`config.mk`:
```
export PLATFORM = sky130hd
export DESIGN_NAME = ps2_xt_keyboard
export DESIGN_NICKNAME = d
export VERILOG_FILES = /design/src/rtl/ps2_xt_keyboard.sv
export SDC_FILE = /design/constraint.sdc
export NUM_CORES = 1
export LEC_CHECK = 0
export ABC_AREA = 1
export CORE_AREA = 10 10 122 124
export DETAILED_ROUTE_END_ITERATION = 7
export DIE_AREA = 0 0 132 134
export MAX_ROUTING_LAYER = met4
export PLACE_DENSITY_LB_ADDON = 0.05
export SKIP_CTS_REPAIR_TIMING = 1
export SYNTH_ARGS = -nofsm -noshare
export SYNTH_HDL_FRONTEND = slang
export SYNTH_SLANG_ARGS = --single-unit
```
`constraint.sdc`:
```
create_clock -name iClk -period 2.45 [get_ports iClk]
set_input_delay 0.3675 -clock iClk [delete_from_list [all_inputs] [get_ports iClk]]
set_output_delay 0.3675 -clock iClk [all_outputs]
set_load 0.05 [all_outputs]
```
`src/rtl/ps2_xt_keyboard.sv`:
```
// PS/2 scancode set 2 to XT set 1 translator (8042 style) with a byte FIFO
// feeding the XT keyboard port logic (port 60h data, port 61h acknowledge, IRQ1).
module ps2_xt_keyboard #(
  parameter int DEPTH = 8,
  parameter int AW    = 3
) (
  input  logic        iClk,
  input  logic        iRstN,
  input  logic        iRx,
  input  logic [7:0]  iRxData,
  output logic        oInhibit,
  output logic        oValid,
  output logic [7:0]  oScan,
  output logic        oIrq,
  input  logic        iAck,
  output logic        oOverflow,
  output logic [AW:0] oCount
);
  localparam logic [AW:0] FULL_C   = DEPTH[AW:0];
  localparam int          THRESH_I = DEPTH - 2;
  localparam logic [AW:0] THRESH_C = THRESH_I[AW:0];

  // Set-2 to set-1 make code; 00 marks a code with no set-1 equivalent.
  function automatic logic [6:0] xlate(input logic [7:0] c);
    logic [6:0] r;
    case (c)
      8'h01: r = 7'h43; 8'h02: r = 7'h41; 8'h03: r = 7'h3f; 8'h04: r = 7'h3d; 8'h05: r = 7'h3b; 8'h06: r = 7'h3c; 8'h07: r = 7'h58;
      8'h08: r = 7'h64; 8'h09: r = 7'h44; 8'h0a: r = 7'h42; 8'h0b: r = 7'h40; 8'h0c: r = 7'h3e; 8'h0d: r = 7'h0f; 8'h0e: r = 7'h29; 8'h0f: r = 7'h59;
      8'h10: r = 7'h65; 8'h11: r = 7'h38; 8'h12: r = 7'h2a; 8'h13: r = 7'h70; 8'h14: r = 7'h1d; 8'h15: r = 7'h10; 8'h16: r = 7'h02; 8'h17: r = 7'h5a;
      8'h18: r = 7'h66; 8'h19: r = 7'h71; 8'h1a: r = 7'h2c; 8'h1b: r = 7'h1f; 8'h1c: r = 7'h1e; 8'h1d: r = 7'h11; 8'h1e: r = 7'h03; 8'h1f: r = 7'h5b;
      8'h20: r = 7'h67; 8'h21: r = 7'h2e; 8'h22: r = 7'h2d; 8'h23: r = 7'h20; 8'h24: r = 7'h12; 8'h25: r = 7'h05; 8'h26: r = 7'h04; 8'h27: r = 7'h5c;
      8'h28: r = 7'h68; 8'h29: r = 7'h39; 8'h2a: r = 7'h2f; 8'h2b: r = 7'h21; 8'h2c: r = 7'h14; 8'h2d: r = 7'h13; 8'h2e: r = 7'h06; 8'h2f: r = 7'h5d;
      8'h30: r = 7'h69; 8'h31: r = 7'h31; 8'h32: r = 7'h30; 8'h33: r = 7'h23; 8'h34: r = 7'h22; 8'h35: r = 7'h15; 8'h36: r = 7'h07; 8'h37: r = 7'h5e;
      8'h38: r = 7'h6a; 8'h39: r = 7'h72; 8'h3a: r = 7'h32; 8'h3b: r = 7'h24; 8'h3c: r = 7'h16; 8'h3d: r = 7'h08; 8'h3e: r = 7'h09; 8'h3f: r = 7'h5f;
      8'h40: r = 7'h6b; 8'h41: r = 7'h33; 8'h42: r = 7'h25; 8'h43: r = 7'h17; 8'h44: r = 7'h18; 8'h45: r = 7'h0b; 8'h46: r = 7'h0a; 8'h47: r = 7'h60;
      8'h48: r = 7'h6c; 8'h49: r = 7'h34; 8'h4a: r = 7'h35; 8'h4b: r = 7'h26; 8'h4c: r = 7'h27; 8'h4d: r = 7'h19; 8'h4e: r = 7'h0c; 8'h4f: r = 7'h61;
      8'h50: r = 7'h6d; 8'h51: r = 7'h73; 8'h52: r = 7'h28; 8'h53: r = 7'h74; 8'h54: r = 7'h1a; 8'h55: r = 7'h0d; 8'h56: r = 7'h62; 8'h57: r = 7'h6e;
      8'h58: r = 7'h3a; 8'h59: r = 7'h36; 8'h5a: r = 7'h1c; 8'h5b: r = 7'h1b; 8'h5c: r = 7'h75; 8'h5d: r = 7'h2b; 8'h5e: r = 7'h63; 8'h5f: r = 7'h76;
      8'h60: r = 7'h55; 8'h61: r = 7'h56; 8'h62: r = 7'h77; 8'h63: r = 7'h78; 8'h64: r = 7'h79; 8'h65: r = 7'h7a; 8'h66: r = 7'h0e; 8'h67: r = 7'h7b;
      8'h68: r = 7'h7c; 8'h69: r = 7'h4f; 8'h6a: r = 7'h7d; 8'h6b: r = 7'h4b; 8'h6c: r = 7'h47; 8'h6d: r = 7'h7e; 8'h6e: r = 7'h7f; 8'h6f: r = 7'h6f;
      8'h70: r = 7'h52; 8'h71: r = 7'h53; 8'h72: r = 7'h50; 8'h73: r = 7'h4c; 8'h74: r = 7'h4d; 8'h75: r = 7'h48; 8'h76: r = 7'h01; 8'h77: r = 7'h45;
      8'h78: r = 7'h57; 8'h79: r = 7'h4e; 8'h7a: r = 7'h51; 8'h7b: r = 7'h4a; 8'h7c: r = 7'h37; 8'h7d: r = 7'h49; 8'h7e: r = 7'h46; 8'h7f: r = 7'h54;
      8'h83: r = 7'h41;
      default: r = 7'h00;
    endcase
    return r;
  endfunction

  logic       brk_q, brk_d, s1_vld_q, s1_vld_d;
  logic [7:0] s1_data_q, s1_data_d;
  logic [6:0] code;

  // Stage 1: decode one received set-2 byte
  always_comb begin
    brk_d     = brk_q;
    s1_vld_d  = 1'b0;
    s1_data_d = iRxData;
    code      = xlate(iRxData);
    if (iRx) begin
      if (iRxData == 8'hF0) begin
        brk_d = 1'b1;
      end else if (iRxData == 8'hE0 || iRxData == 8'hE1) begin
        s1_vld_d = 1'b1;
      end else if (iRxData <= 8'h83) begin
        brk_d     = 1'b0;
        s1_vld_d  = (code != 7'h00);
        s1_data_d = {brk_q, code};
      end else begin
        brk_d    = 1'b0;
        s1_vld_d = 1'b1;
      end
    end
  end

  always_ff @(posedge iClk) begin
    if (!iRstN) begin
      brk_q    <= 1'b0;
      s1_vld_q <= 1'b0;
    end else begin
      brk_q    <= brk_d;
      s1_vld_q <= s1_vld_d;
    end
  end

  always_ff @(posedge iClk) s1_data_q <= s1_data_d;

  // Stage 2: FIFO push/pop and registered port-side status
  logic [7:0]    mem_q [DEPTH];
  logic [AW-1:0] wr_q, rd_q;
  logic [AW:0]   cnt_q, cnt_d;
  logic          valid_q, irq_q, inh_q, ovf_q;
  logic [7:0]    scan_q;
  logic          pop, push_ok;

  // valid_q lags the count by one cycle, so a pop also requires real occupancy.
  assign pop     = iAck && valid_q && (cnt_q != '0);
  assign push_ok = s1_vld_q && ((cnt_q != FULL_C) || pop);

  always_comb begin
    cnt_d = cnt_q;
    if (push_ok && !pop)      cnt_d = cnt_q + 1'b1;
    else if (!push_ok && pop) cnt_d = cnt_q - 1'b1;
  end

  always_ff @(posedge iClk) begin
    if (!iRstN) begin
      wr_q    <= '0;
      rd_q    <= '0;
      cnt_q   <= '0;
      valid_q <= 1'b0;
      irq_q   <= 1'b0;
      inh_q   <= 1'b0;
      ovf_q   <= 1'b0;
      scan_q  <= 8'h00;
    end else begin
      if (push_ok) wr_q <= wr_q + 1'b1;
      if (pop)     rd_q <= rd_q + 1'b1;
      if (s1_vld_q && !push_ok) ovf_q <= 1'b1;
      cnt_q   <= cnt_d;
      valid_q <= (cnt_q != '0);
      irq_q   <= (cnt_q != '0);
      inh_q   <= (cnt_q >= THRESH_C);
      scan_q  <= (cnt_q != '0) ? mem_q[rd_q] : 8'h00;
    end
  end

  always_ff @(posedge iClk) begin
    if (push_ok) mem_q[wr_q] <= s1_data_q;
  end

  assign oInhibit  = inh_q;
  assign oValid    = valid_q;
  assign oScan     = scan_q;
  assign oIrq      = irq_q;
  assign oOverflow = ovf_q;
  assign oCount    = cnt_q;
endmodule

```
==> impl_metrics.csv, run 1 <==
group,metric,value,unit
clock_network,htreeDepth,3,
floorplanning,start_util,0.4179,
clock_network,cts_buffer_depth,2,
clock_network,clock-sinks,95,
detailed_routing,drtPass1Iterations,6,
synth,synth_edf_count,64,
floorplanning,die_x,132,um
sta,slew_violations,0,
clock_network,cts-root-buf,"clkbuf_16",
place,io_buffers,27,
detailed_routing,drt_wl_total,16040,um
worst_setup_path,crit_arrival,2.58,ns
power_and_ir_drop,clkPwrFrac,0.269,
synth,yosys_warnings,0,
grt,grt_pass1_vias,4788,
detailed_routing,drt-initial-drc-count,326,
sta,relSlewSlack,0.5820,
finish,stdcell_area,6600,um^2
synth,syn_nets,686,
detailed_routing,vias,4817,
worst_setup_path,cp-end-kind,"register",
grt,grtUsageMet1,0.2192,
synth,synth_top_area_share,0.3689,
sta,hold_viol,0,
synth,syn_area_per_cell,7.894,um^2
worst_setup_path,startpoint_type,"register",
sta,setup_tns,0,ns
sta,grt_setup_unrepaired,"yes",
grt,grtUsageMet3,0.02240,
floorplanning,io_pins,28,
worst_setup_path,path_max_fanout,3,
grt,grt_pass1_wl,25660,um
detailed_routing,vias_per_cell,5.168,
place,placed_cell_area,6222,um^2
finish,fin_nets,781,
floorplanning,chipHeight,134,um
synth,mappedNetlistArea,5210,um^2
floorplanning,core,12470,um^2
clock_network,tritoncts,"done",
finish,n_antenna_cell,0,
grt,antenna_found_initial,0,
power_and_ir_drop,powerDensity,735.3,nW/um^2
sta,setup_viol,0,
finish,drive_gt1_frac,0.1855,
synth,ys_async_sr_fraction,0,
power_and_ir_drop,p_seq_frac,0.399,
synth,synth_ff_type,"edfxtp_1",
grt,grt_use_total,0.1869,
finish,syn2layout_area_growth,26.68,%
sta,finClkSkew,0.008706,ns
power_and_ir_drop,p_sw_frac,0.3410,
worst_setup_path,worstSetupPathType,"register to register",
sta,max_freq,0.4242,GHz
power_and_ir_drop,internal_power,3198,uW
sta,fin_crit_sh,0.9623,
power_and_ir_drop,comb_power_share,0.332,
synth,synth_cell_types,34,
sta,whs,0.4890,ns
synth,yosys-top-cells-area,"edfxtp_1, nand2_1, dfxtp_1",
worst_setup_path,critPathRequiredTime,2.68,ns
detailed_routing,avgRoutedWirePerCell,17.21,um
grt,grt.overflow.total,0,
grt,busiest_layer,"met2",
synth,seq_area_frac_synth,0.4880,
clock_network,path_clk_slew,0.07,ns
grt,grt_max_degree,36,
status,status,"finished, final reports clean",
power_and_ir_drop,p_sw,1655,uW
detailed_routing,drtAntennaViolNets,0,
clock_network,clk_latency,0.34,ns
synth,yosysTopAreaCell,"edfxtp_1",
power_and_ir_drop,peakVddDrop,0.3417,mV
clock_network,numCtsBuffers,9,
floorplanning,num_rows,41,
grt,use_met2,0.3144,
detailed_routing,drc,0,
sta,worst_slew_pin_slew,0.6264,ns
min_path,hold_class,"register to register",
power_and_ir_drop,power.leakage,0.002823,uW
place,gp_congestion,0.9664,
floorplanning,dieArea,17690,um^2
sta,fin_crit,2.358,ns
synth,netlist_instances,660,
flow_run,cap_violations,0,
place,dp_hpwl,12200,um
synth,yosys.cell_count.top_type,"nand2_1",
synth,yosys_register_bits,95,
synth,ys_top_cells_by_count,"nand2_1, nor2_1, edfxtp_1, nand3_1, o21ai_0",
[layout by cell type, fill, tap and decap left out, types with 2 or more instances in the layout]
cell / n
edfxtp_1: 64
clkinvlp_4: 2
clkdlybuf4s50_1: 27
nand2_4: 3
a21oi_1: 29
inv_2: 6
o21ai_0: 53
nand3_1: 63
clkinv_4: 2
inv_1: 41
buf_12: 4
nor2_4: 2
nand4_1: 2
o21ai_1: 10
clkinv_1: 2
nor2_2: 4
xor2_1: 2
inv_4: 2
a22oi_1: 3
a31oi_1: 9
ha_4: 2
clkbuf_16: 9
nand2_2: 9
nand2_1: 178
buf_4: 83
o22ai_1: 11
dfxtp_2: 4
ha_1: 10
dfxtp_1: 26
nor2_1: 84
o211ai_1: 2
[metrics by stage]
| stage | utilization | power [uW] | setup slack, ns | instances |
|---|---|---|---|---|
| 2_1_floorplan | - | 2857 | 0.05477 | 660 |
| 3_3_place_gp | 0.4991 | 3466 | -0.1683 | 914 |
| 3_5_place_dp | 0.4991 | 3470 | -0.3120 | 914 |
| 4_1_cts | 0.5219 | 4775 | -0.04237 | 930 |
| 5_1_grt | 0.5295 | 5116 | -0.05397 | 932 |
| 6_report | 0.5295 | 4853 | 0.09246 | 932 |
[worst max-delay path, cell delays in order, from the launching register on]
cell and delay (ns):
dfxtp_2 0.34, nor4_4 0.29, buf_4 0.16, nor2_2 0.04
inv_1 0.10, ha_4 0.17, inv_4 0.04, ha_1 0.26
and3_4 0.19, a211oi_4 0.21, nor2_1 0.07, nor2_1 0.11
nand2_1 0.08, o21ai_1 0.14, a21oi_1 0.05
[path summary, 6_finish.rpt]
kind,from,end,cells after the start,slack (ns)
max,oCount[3]$_SDFFE_PN0P_,oCount[3]$_SDFFE_PN0P_,14,0.09
min reg2reg,brk_q$_SDFFE_PN0P_,s1_data_q[7]$_DFF_P_,2,0.49
min,brk_q$_SDFFE_PN0P_,s1_data_q[7]$_DFF_P_,2,0.49
max reg2reg,oCount[3]$_SDFFE_PN0P_,oCount[3]$_SDFFE_PN0P_,14,0.09
[sequential cells by signal, summed over array words and instances, names as in the netlist]
| register | count |
|---|---|
| s1_data_q | 8 |
| oOverflow | 1 |
| s1_vld_q | 1 |
| wr_q | 3 |
| oScan | 8 |
| oInhibit | 1 |
| brk_q | 1 |
| mem_q | 64 |
| oCount | 4 |
| rd_q | 3 |
| oIrq | 1 |
[routing by layer]
metal	vias to the layer above	share of wire
li1	2397	-
met3	34	0.030
met5	-	0
met4	0	0.036
met2	119	0.49
met1	2267	0.44
[kinds of logic after synthesis]
logic type               Yosys count  synth area share
AO/OA/AOI/OAI                    120            0.1242
XOR/XNOR                           2          0.003363
AND/OR/NAND/NOR                  347            0.2786
flip-flops                        95            0.4880
adder cells (fa/ha/maj)           14           0.03506
buffers and inverters             82           0.07084
[layout make-up]
type | count | area (um^2)
clock buffer | 11 | 242.7
inverter | 51 | 196.4
tap | 172 | 215.2
sequential | 95 | 2551
multi-input combinational | 483 | 2369
clock inverter | 5 | 41.29
timing repair buffer | 115 | 984.7
fill | 1230 | 5866
[power by group through the flow]
stage	Sequential [uW]	Combinational, uW	Clock [uW]
floorplan	2200	661	0
global placement	1950	1510	0
detailed placement	1950	1520	0
CTS	1920	1520	1340
global route	1950	1760	1410
finish	1930	1610	1300
(Power assumes the default switching activity.)
==> inputs of run 2 (changes only) <==
--- a/config.mk
+++ b/config.mk
@@ -9,9 +9,11 @@
 export CORE_AREA = 10 10 122 124
 export DETAILED_ROUTE_END_ITERATION = 7
 export DIE_AREA = 0 0 132 134
+export DONT_BUFFER_PORTS = 1
 export MAX_ROUTING_LAYER = met4
-export PLACE_DENSITY_LB_ADDON = 0.05
+export PLACE_DENSITY_LB_ADDON = 0.2
 export SKIP_CTS_REPAIR_TIMING = 1
+export SKIP_LAST_GASP = 1
 export SYNTH_ARGS = -nofsm -noshare
 export SYNTH_HDL_FRONTEND = slang
 export SYNTH_SLANG_ARGS = --single-unit
==> run 2 against run 1 <==
Hold slack got worse by 0.38 ns. Critical path depth is 1 lower. Sequential share of layout area rose by 5.0 points. Global-route usage fell by 1.7 points. Clock-buffer cell count down 2. Register-to-register slack improved by 0.08 ns. Sequential power grew 8%. Sequential cell count unchanged. Worst setup slack better by 0.083 ns. Maximum frequency is 3.7% higher. Cell area decreased by 12%. Highest routed layer unchanged.
==> impl_metrics.csv, run 2 (same netlist as run 1, synthesis figures left out) <==
group,metric,value,unit
detailed_routing,avgRoutedWirePerCell,17.08,um
worst_setup_path,critPathRequiredTime,2.68,ns
finish,final_common_cell,"nand2_1",
power_and_ir_drop,peakVddDrop,0.3814,mV
sta,setup_ws,0.1756,ns
worst_setup_path,cp-end-kind,"register",
sta,max_freq,0.4397,GHz
finish,seq_area,2549,um^2
place,placed_cell_area,5494,um^2
finish,fill_cells,1250,
finish,n_antenna_cell,0,
power_and_ir_drop,powerDensity,784.2,nW/um^2
worst_setup_path,worstSetupPathType,"register to register",
grt,antenna_found_initial,0,
place,dp_slack,0.06912,ns
floorplanning,chipHeight,134,um
clock_network,clock-sinks,95,
floorplanning,start_util,0.4179,
power_and_ir_drop,power.leakage,0.002452,uW
clock_network,cts_buffer_depth,2,
power_and_ir_drop,p_sw,1557,uW
clock_network,htreeDepth,3,
sta,relSlewSlack,0.5050,
finish,final_core_util,0.4679,
grt,grt_max_degree,36,
clock_network,tritoncts,"done",
worst_setup_path,slowest_delay,0.35,ns
power_and_ir_drop,p_sw_frac,0.3403,
worst_setup_path,startpoint_type,"register",
finish,final_cell_mix,"nand2_1, nor2_1, edfxtp_1",
finish,largest-register,"mem_q",
detailed_routing,vias_per_cell,5.347,
clock_network,cts-root-buf,"clkbuf_16",
worst_setup_path,cp_num_buf_inv,2,
clock_network,clk_latency,0.34,ns
worst_setup_path,crit_arrival,2.50,ns
min_path,hold_class,"input pin to register",
detailed_routing,drtPass1Iterations,5,
floorplanning,io_pins,28,
worst_setup_path,crit_path_cell_trace,"nor4_4 > nor2_1 > inv_1 > ha_2 > inv_1 > ha_1 > and3_1 > a211oi_2 > nor2_1 > nor2_1 > nand2_1 > o21ai_0 > a21oi_1",
finish,multiInputGateArea,2321,um^2
sta,setup_viol,0,
detailed_routing,vias,4529,
power_and_ir_drop,internal_power,3017,uW
grt,grt_use_total,0.1703,
floorplanning,core,12470,um^2
sta,slew_violations,0,
floorplanning,die_x,132,um
sta,fin_crit_sh,0.9283,
grt,grt.overflow.total,0,
place,gp_congestion,0.9751,
finish,stdcell_area,5833,um^2
finish,syn2layout_area_growth,11.96,%
sta,hold_viol,0,
worst_setup_path,path_max_fanout,4,
sta,worst_slew_pin_slew,0.7418,ns
detailed_routing,drtAntennaViolNets,0,
worst_setup_path,path_delay_family,"simple AND/OR/NAND/NOR gates",
flow_run,cap_violations,0,
clock_network,numCtsBuffers,9,
place,io_buffers,0,
grt,grt_pass1_vias,4319,
finish,largest_register_ffs,64,
grt,grt_pass1_wl,23690,um
clock_network,path_clk_slew,0.06,ns
detailed_routing,drt-initial-drc-count,630,
worst_setup_path,slowest_stage,"dfxtp_2",
floorplanning,dieArea,17690,um^2
floorplanning,num_rows,41,
detailed_routing,drc,0,
finish,drive_gt1_frac,0.1141,
finish,fin_nets,696,
sta,fin_crit,2.274,ns
detailed_routing,drt_wl_total,14470,um
place,dp_hpwl,10490,um
sta,finClkSkew,0.006945,ns
worst_setup_path,crit_top_cell,"nor2_1",
power_and_ir_drop,p_seq_frac,0.456,
power_and_ir_drop,clkPwrFrac,0.313,
power_and_ir_drop,comb_power_share,0.231,
status,status,"finished, final reports clean",
run 2: cell count changes in the layout (fill, tap and decap cells not counted), moves of 2 or more:
cell | before | now
ha_1 | 10 | 12
inv_1 | 41 | 43
clkdlybuf4s50_1 | 27 | 0
buf_4 | 83 | 29
ha_4 | 2 | 0
buf_12 | 4 | 1
nor2_1 | 84 | 86
run 2: cell type report:
class,count,share of cell area
Multi-Input combinational cell,483,0.3979
Clock inverter,7,0.01566
Inverter,51,0.03325
Clock buffer,9,0.03861
Timing Repair Buffer,30,0.04076
Tap cell,172,0.03689
Sequential cell,95,0.4369
run 2: final timing paths:
check	depth (start not counted)	end	start	slack (ns)
setup / recovery	13	oCount[3]$_SDFFE_PN0P_	oCount[3]$_SDFFE_PN0P_	0.18
hold / removal	1	s1_data_q[3]$_DFF_P_	iRx	0.11
setup reg to reg	13	oCount[3]$_SDFFE_PN0P_	oCount[3]$_SDFFE_PN0P_	0.18
hold reg to reg	2	s1_data_q[7]$_DFF_P_	brk_q$_SDFFE_PN0P_	0.47
run 2: through the flow:
stage          power (uW)  instances  setup TNS (ns)  hold WS [ns]
4_1_cts              4574        847               0       0.09876
5_1_grt              4812        847       -0.003327       0.09760
2_1_floorplan        2857        660               0        0.4351
6_report             4574        847               0        0.1110
3_5_place_dp         3149        831               0        0.4524
3_3_place_gp         3138        831               0        0.4548
run 2: power by group through the flow:
stage / clock (uW) / combinational, uW / sequential [uW]
3_5_place_dp: 0 / 1030 / 2120
4_1_cts: 1460 / 1040 / 2080
6_report: 1430 / 1060 / 2090
5_1_grt: 1520 / 1190 / 2100
2_1_floorplan: 0 / 661 / 2200
3_3_place_gp: 0 / 1030 / 2110
run 2: routing by layer:
layer,vias up,share of wire,GRT usage
met5,-,0,-
met4,0,0.019,0.05315
met3,23,0.061,0.03473
met2,159,0.47,0.2683
met1,2122,0.45,0.2158
li1,2225,-,-
==> inputs of run 3 (changes only) <==
--- a/config.mk
+++ b/config.mk
@@ -6,9 +6,9 @@
 export NUM_CORES = 1
 export LEC_CHECK = 0
 export ABC_AREA = 1
-export CORE_AREA = 10 10 122 124
+export CORE_AREA = 10 10 119 121
 export DETAILED_ROUTE_END_ITERATION = 7
-export DIE_AREA = 0 0 132 134
+export DIE_AREA = 0 0 129 131
 export DONT_BUFFER_PORTS = 1
 export MAX_ROUTING_LAYER = met4
 export PLACE_DENSITY_LB_ADDON = 0.2
==> run 3 against run 2 <==
Largest power group unchanged. Sequential power barely moved. Sequential cell count did not move. Critical path depth did not move. Routed wire length fell by 2.2%. Worst setup slack improved by 0.028 ns. Total power rose by 1.4%. Hold slack improved by 0.0043 ns. Via count fell by 0.51%.
==> impl_metrics.csv, run 3 (same netlist as run 1, synthesis figures left out) <==
group,metric,value,unit
sta,fin_crit,2.246,ns
grt,antenna_found_initial,0,
grt,grt_max_degree,36,
floorplanning,chipHeight,131,um
detailed_routing,drtPass1Iterations,5,
finish,syn2layout_area_growth,10.93,%
detailed_routing,avgRoutedWirePerCell,17.28,um
finish,final_common_cell,"nand2_1",
grt,grt.overflow.total,0,
detailed_routing,drt-met1-wl,6388,um
finish,fin_nets,693,
min_path,hold_class,"input pin to register",
clock_network,cts_buffer_depth,2,
detailed_routing,wl_met3,999,um
place,gp_congestion,0.9857,
detailed_routing,top_layer,"met4",
finish,final_cell_mix,"nand2_1, nor2_1, edfxtp_1",
worst_setup_path,slowest_delay,0.35,ns
power_and_ir_drop,powerDensity,802.6,nW/um^2
clock_network,clk_latency,0.34,ns
detailed_routing,wl_met2,6462,um
clock_network,tritoncts,"done",
finish,drive_gt1_frac,0.1086,
worst_setup_path,crit_top_cell,"nor2_1",
power_and_ir_drop,finalPower,4638,uW
sta,hold_viol,0,
finish,n_antenna_cell,0,
detailed_routing,drtAntennaViolNets,0,
finish,multiInputGateArea,2321,um^2
worst_setup_path,critPathRequiredTime,2.67,ns
worst_setup_path,slowest_stage,"dfxtp_2",
floorplanning,die_x,129,um
place,placed_cell_area,5428,um^2
worst_setup_path,path_delay_family,"simple AND/OR/NAND/NOR gates",
finish,fill_cells,1137,
finish,largest-register,"mem_q",
clock_network,htreeDepth,3,
detailed_routing,vias_per_cell,5.502,
sta,max_freq,0.4452,GHz
finish,seq_area,2549,um^2
finish,largest_register_ffs,64,
grt,grt_pass1_vias,4333,
floorplanning,dieArea,16900,um^2
sta,worst_slew_pin_slew,0.7440,ns
place,dp.cells,803,
detailed_routing,drt_wl_total,14150,um
power_and_ir_drop,peakVddDrop,0.3276,mV
sta,fin_crit_sh,0.9169,
finish,stdcell_area,5779,um^2
detailed_routing,drc,0,
sta,finClkSkew,0.007707,ns
grt,grt_use_total,0.1822,
grt,grt_pass1_wl,23590,um
sta,slew_violations,0,
status,status,"finished, final reports clean",
floorplanning,start_util,0.4411,
place,dp_hpwl,10020,um
floorplanning,core,11810,um^2
worst_setup_path,startpoint_type,"register",
flow_run,cap_violations,0,
floorplanning,num_rows,40,
clock_network,clock-sinks,95,
sta,relSlewSlack,0.5021,
detailed_routing,drt-initial-drc-count,572,
place,io_buffers,0,
worst_setup_path,path_max_fanout,4,
worst_setup_path,cp_num_buf_inv,2,
worst_setup_path,crit_path_cell_trace,"nor4_4 > nor2_1 > inv_1 > ha_2 > inv_1 > ha_1 > and3_1 > a211oi_2 > nor2_1 > nor2_1 > nand2_1 > o21ai_1 > a21oi_1",
finish,fin_cells,819,
clock_network,numCtsBuffers,9,
worst_setup_path,cp-end-kind,"register",
worst_setup_path,worstSetupPathType,"register to register",
clock_network,cts-root-buf,"clkbuf_16",
sta,setup_viol,0,
detailed_routing,vias,4506,
worst_setup_path,crit_arrival,2.47,ns
power_and_ir_drop,power.leakage,0.002442,uW
floorplanning,io_pins,28,
clock_network,path_clk_slew,0.06,ns
-- run 3: changes by cell type in the layout (fill, tap and decap cells not counted), sizes merged --
cell | before | now
buf | 30 | 27
clkbuf | 9 | 11
clkinv | 5 | 3
bufinv | 1 | 2
clkinvlp | 1 | 0
-- run 3: area by class of cell --
class,instances,share of cell area
clock buffers,11,0.04200
repair buffers,27,0.03507
well taps,147,0.03183
inverters,51,0.03356
clock inverters,5,0.01494
multi-input cells,483,0.4016
flip-flops and latches,95,0.4410
-- run 3: path summary, 6_finish.rpt --
path | slack (ns) | startpoint | cells after the start | end
setup / recovery | 0.20 | oCount[3]$_SDFFE_PN0P_ | 13 | oCount[3]$_SDFFE_PN0P_
hold / removal | 0.12 | iRx | 1 | s1_data_q[3]$_DFF_P_
setup reg to reg | 0.20 | oCount[3]$_SDFFE_PN0P_ | 13 | oCount[3]$_SDFFE_PN0P_
hold reg to reg | 0.48 | brk_q$_SDFFE_PN0P_ | 2 | s1_data_q[7]$_DFF_P_
-- run 3: where the power goes --
| group | leakage, uW | internal, uW | switching [uW] |
|---|---|---|---|
| Combinational | 0.00145 | 350 | 697 |
| Clock | 0.000161 | 931 | 568 |
| Sequential | 0.000836 | 1850 | 243 |
| Total | 0.00244 | 3130 | 1510 |
-- run 3: through the flow --
step | utilization | TNS, ns | hold WS (ns) | setup WS [ns]
finish | 0.4893 | 0 | 0.1152 | 0.2037
CTS | 0.4874 | 0 | 0.1016 | 0.03391
floorplan | - | 0 | 0.4351 | 0.05477
global placement | 0.4595 | 0 | 0.4627 | 0.1012
global route | 0.4893 | -0.01168 | 0.1211 | -0.01168
detailed placement | 0.4595 | 0 | 0.4618 | 0.03953
-- run 3: per-layer routing --
metal	GRT usage	up-vias
li1	-	2219
met2	0.2809	173
met5	-	-
met1	0.2352	2090
met4	0.05753	0
met3	0.03948	24
